### src/rtl/pipelined_adder_pkg.sv
// Shared constants and types for the pipelined ripple-carry adder.
package pipelined_adder_pkg;

  localparam int unsigned DEFAULT_WIDTH = 32;
  localparam int unsigned DEFAULT_CHUNK = 8;

  // Per-stage control record: valid bit and the carry handed to the next slice.
  typedef struct packed {
    logic valid;
    logic carry;
  } stage_ctrl_t;

  // Number of pipeline stages, one CHUNK-bit slice each.
  function automatic int unsigned num_stages(input int unsigned width,
                                             input int unsigned chunk);
    return width / chunk;
  endfunction

  // One full-adder cell: returns {carry_out, sum}.
  function automatic logic [1:0] full_add(input logic x, input logic y, input logic ci);
    return {(x & y) | (ci & (x ^ y)), x ^ y ^ ci};
  endfunction

endpackage

### src/rtl/pipelined_adder_chunk_adder.sv
// Combinational CHUNK-bit ripple adder built from full-adder cells.
module pipelined_adder_chunk_adder
  import pipelined_adder_pkg::*;
#(
  parameter int unsigned CHUNK = DEFAULT_CHUNK
) (
  input  logic [CHUNK-1:0] a,
  input  logic [CHUNK-1:0] b,
  input  logic             cin,
  output logic [CHUNK-1:0] sum,
  output logic             cout,
  output logic             msb_carry_in
);

  logic [CHUNK:0] carry;
  logic [1:0]     fa;

  // Ripple the carry through the slice one cell at a time.
  always_comb begin
    carry    = '0;
    sum      = '0;
    fa       = '0;
    carry[0] = cin;
    for (int unsigned i = 0; i < CHUNK; i++) begin
      fa         = full_add(a[i], b[i], carry[i]);
      sum[i]     = fa[0];
      carry[i+1] = fa[1];
    end
  end

  assign cout         = carry[CHUNK];
  assign msb_carry_in = carry[CHUNK-1];

endmodule

### src/rtl/pipelined_adder.sv
// Pipelined ripple-carry adder: one CHUNK-bit slice resolved per stage.
// Optional subtract mode is enabled by defining ADDER_SUB_EN.
module pipelined_adder
  import pipelined_adder_pkg::*;
#(
  parameter int unsigned WIDTH = DEFAULT_WIDTH,
  parameter int unsigned CHUNK = DEFAULT_CHUNK
) (
  input  logic             clk,
  input  logic             rst,
  input  logic             in_valid,
  output logic             in_ready,
  input  logic [WIDTH-1:0] a,
  input  logic [WIDTH-1:0] b,
  input  logic             cin,
`ifdef ADDER_SUB_EN
  input  logic             sub,
`endif
  output logic             out_valid,
  input  logic             out_ready,
  output logic [WIDTH-1:0] sum,
  output logic             cout,
  output logic             ovf
);

  localparam int unsigned N = num_stages(WIDTH, CHUNK);

  logic             pipe_en_c;
  logic [WIDTH-1:0] b_eff;
  logic             cin_eff;

  // Whole pipeline advances unless a result is stuck at the output.
  always_comb begin
    pipe_en_c = !out_valid || out_ready;
  end

  assign in_ready = pipe_en_c;

  // Operand conditioning: subtract is a + ~b + 1, ignoring cin.
  always_comb begin
    b_eff   = b;
    cin_eff = cin;
`ifdef ADDER_SUB_EN
    if (sub) begin
      b_eff   = ~b;
      cin_eff = 1'b1;
    end
`endif
  end

  for (genvar k = 0; k < N; k++) begin : g_stage
    // Operands still to be consumed shrink, the finished sum grows.
    localparam int unsigned RW = WIDTH - k * CHUNK;
    localparam int unsigned SW = (k + 1) * CHUNK;

    logic [RW-1:0]    op_a;
    logic [RW-1:0]    op_b;
    logic             carry_in;
    logic             valid_in;
    logic [CHUNK-1:0] ch_sum;
    logic             ch_cout;
    stage_ctrl_t      ctrl_d;
    stage_ctrl_t      ctrl_q;
    logic [SW-1:0]    sum_d;
    logic [SW-1:0]    sum_q;

    if (k == 0) begin : g_src
      assign op_a     = a;
      assign op_b     = b_eff;
      assign carry_in = cin_eff;
      assign valid_in = in_valid;
      // First slice starts the partial sum.
      always_comb begin
        sum_d = ch_sum;
      end
    end else begin : g_src
      assign op_a     = g_stage[k-1].g_mid.fwd_a_q;
      assign op_b     = g_stage[k-1].g_mid.fwd_b_q;
      assign carry_in = g_stage[k-1].ctrl_q.carry;
      assign valid_in = g_stage[k-1].ctrl_q.valid;
      // Append this slice above the lower chunks already resolved.
      always_comb begin
        sum_d = {ch_sum, g_stage[k-1].sum_q};
      end
    end

    // Stage control: valid travels with the data, carry feeds the next slice.
    always_comb begin
      ctrl_d       = '0;
      ctrl_d.valid = valid_in;
      ctrl_d.carry = ch_cout;
    end

    // Stage result registers, frozen while the output is stalled.
    always_ff @(posedge clk) begin
      if (rst) begin
        ctrl_q <= '0;
        sum_q  <= '0;
      end else if (pipe_en_c) begin
        ctrl_q <= ctrl_d;
        sum_q  <= sum_d;
      end
    end

    if (k < N - 1) begin : g_mid
      localparam int unsigned FW = RW - CHUNK;

      logic [FW-1:0] fwd_a_d;
      logic [FW-1:0] fwd_a_q;
      logic [FW-1:0] fwd_b_d;
      logic [FW-1:0] fwd_b_q;
      logic          msb_ci_unused;

      pipelined_adder_chunk_adder #(.CHUNK(CHUNK)) u_chunk (
        .a            (op_a[CHUNK-1:0]),
        .b            (op_b[CHUNK-1:0]),
        .cin          (carry_in),
        .sum          (ch_sum),
        .cout         (ch_cout),
        .msb_carry_in (msb_ci_unused)
      );

      // Upper operand chunks ride along to the later stages.
      always_comb begin
        fwd_a_d = op_a[RW-1:CHUNK];
        fwd_b_d = op_b[RW-1:CHUNK];
      end

      // Skewed operand registers.
      always_ff @(posedge clk) begin
        if (rst) begin
          fwd_a_q <= '0;
          fwd_b_q <= '0;
        end else if (pipe_en_c) begin
          fwd_a_q <= fwd_a_d;
          fwd_b_q <= fwd_b_d;
        end
      end
    end else begin : g_last
      logic msb_ci;
      logic ovf_d;
      logic ovf_q;

      pipelined_adder_chunk_adder #(.CHUNK(CHUNK)) u_chunk (
        .a            (op_a[CHUNK-1:0]),
        .b            (op_b[CHUNK-1:0]),
        .cin          (carry_in),
        .sum          (ch_sum),
        .cout         (ch_cout),
        .msb_carry_in (msb_ci)
      );

      // Signed overflow from the MSB slice: carry into MSB xor carry out.
      always_comb begin
        ovf_d = ch_cout ^ msb_ci;
      end

      // Overflow flag register alongside the final sum.
      always_ff @(posedge clk) begin
        if (rst) begin
          ovf_q <= 1'b0;
        end else if (pipe_en_c) begin
          ovf_q <= ovf_d;
        end
      end
    end
  end

  assign sum       = g_stage[N-1].sum_q;
  assign cout      = g_stage[N-1].ctrl_q.carry;
  assign out_valid = g_stage[N-1].ctrl_q.valid;
  assign ovf       = g_stage[N-1].g_last.ovf_q;

endmodule

### config.mk
export PLATFORM = sky130hd
export DESIGN_NAME = pipelined_adder
export DESIGN_NICKNAME = d
export VERILOG_FILES = /design/src/rtl/pipelined_adder_pkg.sv /design/src/rtl/pipelined_adder_chunk_adder.sv /design/src/rtl/pipelined_adder.sv
export SDC_FILE = /design/constraint.sdc
export NUM_CORES = 1
export LEC_CHECK = 0
export BUFFER_PORTS_ARGS = -buffer_cell sky130_fd_sc_hd__buf_2
export CAP_MARGIN = 0
export CELL_PAD_IN_SITES_DETAIL_PLACEMENT = 1
export CELL_PAD_IN_SITES_GLOBAL_PLACEMENT = 2
export CORE_UTILIZATION = 30
export CTS_BUF_LIST = sky130_fd_sc_hd__clkbuf_16
export DETAILED_ROUTE_END_ITERATION = 6
export MAX_ROUTING_LAYER = met4
export PLACE_DENSITY_LB_ADDON = 0.2
export SKIP_LAST_GASP = 1
export SYNTH_ARGS = -nofsm -noshare
export SYNTH_HDL_FRONTEND = slang
export SYNTH_SLANG_ARGS = --single-unit
### constraint.sdc
create_clock -name clk -period 3.3 [get_ports clk]
set_input_delay 0.165 -clock clk [delete_from_list [all_inputs] [get_ports clk]]
set_output_delay 0.165 -clock clk [all_outputs]
set_load 0.03 [all_outputs]
* Yosys cells after proc, flatten, opt, wreduce, memory -nomap -nowiden
Index checks and enable logic that the tools add are counted.
Operators by class: bitwise logic cells 161, reductions and logical operators 2
Operators with widths (number):
- 1-bit XOR | 65
- 1-bit bitwise AND | 64
- 1-bit bitwise OR | 32
- 1-bit zero test | 1
- 1-bit logical OR | 1
Word-level totals: bits of input ports 69, output and inout bits 36, bits in registers 185

* Depth between registers and ports, before layout
word-level depth 18, depth in mapped cells 14

* Cells and area by module
From an unflattened synthesis, not the netlist that was laid out.
Second synthesis, totals: cells, all modules 875, area total of the unflattened synthesis 7189.4 um^2
Modules (own cells, without submodules):
- pipelined_adder | area each 6398.6 um^2, instances 1, cells each 803
- pipelined_adder_chunk_adder | area each 197.7 um^2, instances 4, cells each 18

* Worst setup path before layout
Ideal clock, no wire load.
path kind reg2reg, start register g_stage[2].g_mid.fwd_a_q[0], end register g_stage[3].sum_q[31] (netlist: sum[31]), clock period less this slack 3.599 ns, slack -0.299 ns, data required time 3.214 ns, library setup time 0.086 ns, arrival 3.513 ns, cell stages (with the launch flop) 13, cell sequence dfxtp_1 fa_1 fa_1 fa_1 fa_1 fa_1 inv_1 fa_1 inv_1 fa_1 inv_1 fa_1 a211oi_1
On the way: longest elaborated chain between the ends 16, elaborated cells between the ends (all ways) 17, classes of those cells 17 x bitwise
Ends and longest elaborated chain:
- start: declaration | RTL line pipelined_adder.sv:109 | logic [FW-1:0] fwd_a_q;
- start signal: assignment | RTL line pipelined_adder.sv:135 | fwd_a_q <= fwd_a_d;
- 1-bit XOR | RTL line pipelined_adder_pkg.sv:21 | return {(x & y) | (ci & (x ^ y)), x ^ y ^ ci};
- 1-bit bitwise AND | RTL line pipelined_adder_pkg.sv:21
- 1-bit bitwise OR (*) | RTL line pipelined_adder_pkg.sv:21
- 1-bit bitwise AND (*) | RTL line pipelined_adder_pkg.sv:21
- 1-bit bitwise OR (*) | RTL line pipelined_adder_pkg.sv:21
- 1-bit bitwise AND (*) | RTL line pipelined_adder_pkg.sv:21
- 1-bit bitwise OR (*) | RTL line pipelined_adder_pkg.sv:21
- 1-bit bitwise AND (*) | RTL line pipelined_adder_pkg.sv:21
- 1-bit bitwise OR (*) | RTL line pipelined_adder_pkg.sv:21
- 1-bit bitwise AND (*) | RTL line pipelined_adder_pkg.sv:21
- 1-bit bitwise OR (*) | RTL line pipelined_adder_pkg.sv:21
- 1-bit bitwise AND (*) | RTL line pipelined_adder_pkg.sv:21
- 1-bit bitwise OR (*) | RTL line pipelined_adder_pkg.sv:21
- 1-bit bitwise AND (*) | RTL line pipelined_adder_pkg.sv:21
- 1-bit bitwise OR (*) | RTL line pipelined_adder_pkg.sv:21
- 1-bit XOR (*) | RTL line pipelined_adder_pkg.sv:21
- end signal: assignment | RTL line pipelined_adder.sv:101 | sum_q <= sum_d;
- end: declaration | RTL line pipelined_adder.sv:65 | logic [SW-1:0] sum_q;
Every way passes the cells marked *; elsewhere a longest branch is shown, timed or not. A chain may end at the register's enable or synchronous reset.

* Worst setup path in the final report
Same ends and word-level chain as after synthesis.

==> flow_metrics.py <==
metrics = {
    "cells_and_area": {
        "register_area_mm2": 0.00371,
        "multi_input_area_mm2": 0.00304,
        "areaGrowthSynthToFinish_pct": 23.8,
        "final-instance-count-excl-fill": 1299,
        "number_of_nets_in_the_layout": 1068,
        "layout.filler_cells": 2877,
        "final_core_utilization": 0.379,
        "antenna_cells_inserted": 0,
        "final_layout_size_suffix_gt1_frac": 0.185,
    },
    "floorplan": {
        "die_height_um": 157,
        "dieWidth_um": 157,
        "io-pin-count": 105,
        "rows": 56,
        "core_area_mm2": 0.0235,
        "floorplan.initialDensity": 0.306,
        "die_area_mm2": 0.0246,
    },
    "sta": {
        "final-hold-violation-count": 0,
        "worst_slack_ns": -0.200,
        "period_minus_slack_ns": 3.50,
        "hold_ws_ns": 0.0243,
        "worst_slew_margin_rel": 0.440,
        "fin_crit_sh": 1.06,
        "rsz_0062_raised_after_global_routing": "yes",
        "setup_violations": 5,
        "fin_worst_skew_ns": 0.0122,
        "drv_slew": 0,
        "timing_worst_slew_pin_value_ns": 0.839,
        "achievable-frequency_mhz": 286,
    },
    "yosys": {
        "synth.top_cells.by_area": "sky130_fd_sc_hd__dfxtp_1, sky130_fd_sc_hd__nand2_1, sky130_fd_sc_hd__a21oi_1",
        "netlist.top_cell.by_area": "sky130_fd_sc_hd__dfxtp_1",
        "synthesis.area_per_instance_um2": 8.47,
        "netlist_instances": 851,
        "syn-cell-area_mm2": 0.00721,
        "synth_largest_type_area_fraction": 0.514,
        "synth_seq_cells": 185,
        "netlist-cell-type-count": 15,
        "synth_sequential_area_ratio": 0.514,
        "synth.yosys.warnings": 0,
        "synth_net_count": 952,
    },
    "drt": {
        "vias": 5686,
        "antenna_left": 0,
        "wl_met2_mm": 7.80,
        "detail_route.drc_violations": 0,
        "drtPass1Iterations": 3,
        "drt_first_iter_violations": 246,
        "drt-total-wl_mm": 16.8,
        "top_layer_used": "met4",
        "met1_length_mm": 8.43,
        "detail_route.wl_per_cell_um": 13.0,
        "routed-wl-met3_um": 384,
        "detail_route.vias_per_cell": 4.38,
    },
    "setup_path": {
        "cpPeakStageDelay_ns": 0.43,
        "critPathKind": "reg -> reg",
        "timing.critical_path.required_ns": 3.65,
        "path_common_cell": "sky130_fd_sc_hd__fa_2",
        "timing.critical_path.slowest_stage_cell": "sky130_fd_sc_hd__fa_2",
        "worst_setup_path_start_kind": "flip-flop",
        "cp-end-kind": "flip-flop",
        "reg2reg_setup_slack_ns": -0.20,
        "crit_path_max_fo": 2,
        "crit_arrival_ns": 3.85,
        "crit_chain": "fa_2 -> fa_2 -> fa_2 -> fa_2 -> fa_2 -> inv_2 -> fa_2 -> inv_2 -> fa_2 -> inv_2 -> fa_2 -> a211oi_2",
    },
    "clocking": {
        "cts_max_path_buffers": 2,
        "clk_pin_slew_ns": 0.07,
        "cts_num_sinks": 185,
        "clockRootBuffer": "sky130_fd_sc_hd__clkbuf_16",
        "clk_lat_worst_skew_ns": 0.43,
        "cts_tree": "built",
        "ctsHtreeMaxLevel": 4,
        "cts_buffers": 17,
        "postCtsSetupBuffers": 0,
    },
    "outcome": {
        "violations": "setup timing",
        "status": "finished with violations",
    },
    "place": {
        "place_ws_ns": -0.248,
        "hpwl_after_detailed_placement_mm": 9.88,
        "number_of_buffers_inserted_by_port_buffering": 104,
        "place_congestion": 0.688,
        "count_of_placed_standard_cells_including_taps": 1221,
    },
    "global_routing": {
        "grt_use_total": 0.148,
        "grt_remaining_overflow": 0,
        "first_global_vias": 5620,
        "maximum_number_of_pins_on_one_net_before_global_route_repair": 174,
        "antenna_found_initial": 0,
        "grt_first_pass_wirelength_mm": 28.0,
    },
    "hold_path": {
        "min-delay-path-class": "in -> reg",
    },
    "power": {
        "p_per_area_mw_per_mm2": 541,
        "ir_drop_worst_vdd_v": 0.000234,
        "power_leakage_nw": 3.61,
    },
    "job": {
        "cap_viol_max_count": 0,
    },
}
[cells in the final DEF (no fill, tap or decap)]
cell type and instances:
sky130_fd_sc_hd__clkinv_1 3, sky130_fd_sc_hd__dlygate4sd3_1 46, sky130_fd_sc_hd__a211oi_1 9, sky130_fd_sc_hd__inv_1 21, sky130_fd_sc_hd__clkbuf_16 17, sky130_fd_sc_hd__a21oi_1 172
sky130_fd_sc_hd__dfxtp_1 182, sky130_fd_sc_hd__xnor2_2 1, sky130_fd_sc_hd__buf_4 4, sky130_fd_sc_hd__buf_12 3, sky130_fd_sc_hd__clkinvlp_4 2, sky130_fd_sc_hd__bufinv_16 1
sky130_fd_sc_hd__fa_2 24, sky130_fd_sc_hd__buf_2 103, sky130_fd_sc_hd__inv_8 3, sky130_fd_sc_hd__dfxtp_2 3, sky130_fd_sc_hd__nor2b_4 1, sky130_fd_sc_hd__a211oi_2 3
sky130_fd_sc_hd__buf_6 2, sky130_fd_sc_hd__inv_6 4, sky130_fd_sc_hd__nor2_1 14, sky130_fd_sc_hd__nand2_1 344, sky130_fd_sc_hd__inv_2 7, sky130_fd_sc_hd__clkinv_4 3
sky130_fd_sc_hd__fa_1 8
[worst paths after layout]
check,from,to,cells after the start
worst max register to register,g_stage[2].g_mid.fwd_a_q[0],sum[31],12
worst max-delay path,g_stage[2].g_mid.fwd_a_q[0],sum[31],12
worst min register to register,sum[22],sum[22],2
worst min-delay path,a[16],g_stage[0].g_mid.fwd_a_q[8],3
[sequential cells by signal, indices dropped and copies added, names as in the netlist]
signal / cells
g_stage.g_mid.fwd_a_q: 48
cout: 1
g_stage.carry_in: 3
g_stage.sum_q: 48
g_stage.g_mid.fwd_b_q: 48
out_valid: 1
g_stage.valid_in: 3
sum: 32
ovf: 1
[cells by family after synthesis]
| family | synth area share |
|---|---|
| AO/OA/AOI/OAI | 0.132 |
| XOR/XNOR | 0.00122 |
| adder cells (fa/ha/maj) | 0.0889 |
| buffers and inverters | 0.0755 |
| flip-flops | 0.514 |
| AND/OR/NAND/NOR | 0.188 |
[synthesized netlist by cell type]
library cell,instances
sky130_fd_sc_hd__xnor2_1,1
sky130_fd_sc_hd__buf_1,5
sky130_fd_sc_hd__nor2_1,14
sky130_fd_sc_hd__fa_1,32
sky130_fd_sc_hd__inv_1,28
sky130_fd_sc_hd__clkbuf_1,12
sky130_fd_sc_hd__buf_4,17
sky130_fd_sc_hd__buf_2,10
sky130_fd_sc_hd__nor2b_4,1
sky130_fd_sc_hd__a211oi_1,12
sky130_fd_sc_hd__nand2_1,344
sky130_fd_sc_hd__buf_6,17
sky130_fd_sc_hd__inv_4,1
sky130_fd_sc_hd__dfxtp_1,185
sky130_fd_sc_hd__a21oi_1,172
[metrics by stage]
| step | instance area [µm²] | total power, W | setup TNS [ns] |
|---|---|---|---|
| 6_report | 8920 | 0.00482 | -0.577 |
| 5_1_grt | 8920 | 0.00505 | -1.30 |
| 4_1_cts | 8900 | 0.00491 | -0.721 |
| 3_5_place_dp | 7840 | 0.00284 | -1.02 |
| 3_3_place_gp | 7840 | 0.00283 | -0.775 |
| 2_1_floorplan | 7250 | 0.00270 | -0.170 |
[where the power goes]
group          internal [W]  switching (W)  leakage, nW
clock               0.00106       0.000941        0.273
combinational      0.000180       0.000217         1.81
sequential          0.00236      0.0000686         1.52
[critical path, delay by kind of cell, from the launching register on]
| kind | cells | cell delay [ns] |
|---|---|---|
| fa+ha+maj | 8 | 2.75 |
| flops | 1 | 0.33 |
| compound gates | 1 | 0.19 |
| buf+inv | 3 | 0.16 |
[per-layer routing]
metal	global-route usage	up-vias
met3	0.0264	16
met2	0.229	69
li1	-	2926
met5	-	-
met4	0.0514	0
met1	0.193	2675
[final cells by class]
cell class	count	share of cell area
Clock buffer	17	0.0477
Clock inverter	15	0.0160
Inverter	29	0.0128
Multi-Input combinational cell	576	0.341
Sequential cell	185	0.416
Tap cell	319	0.0448
Timing Repair Buffer	158	0.122
[repair_timing]
action                     CTS  global route
hold buffers                46             0
hold endpoints to repair    46             0
setup endpoints to repair    5             7
pin swaps                    4             2
gates resized for setup      8            13
Note: power is estimated with default switching activity, not from simulation.
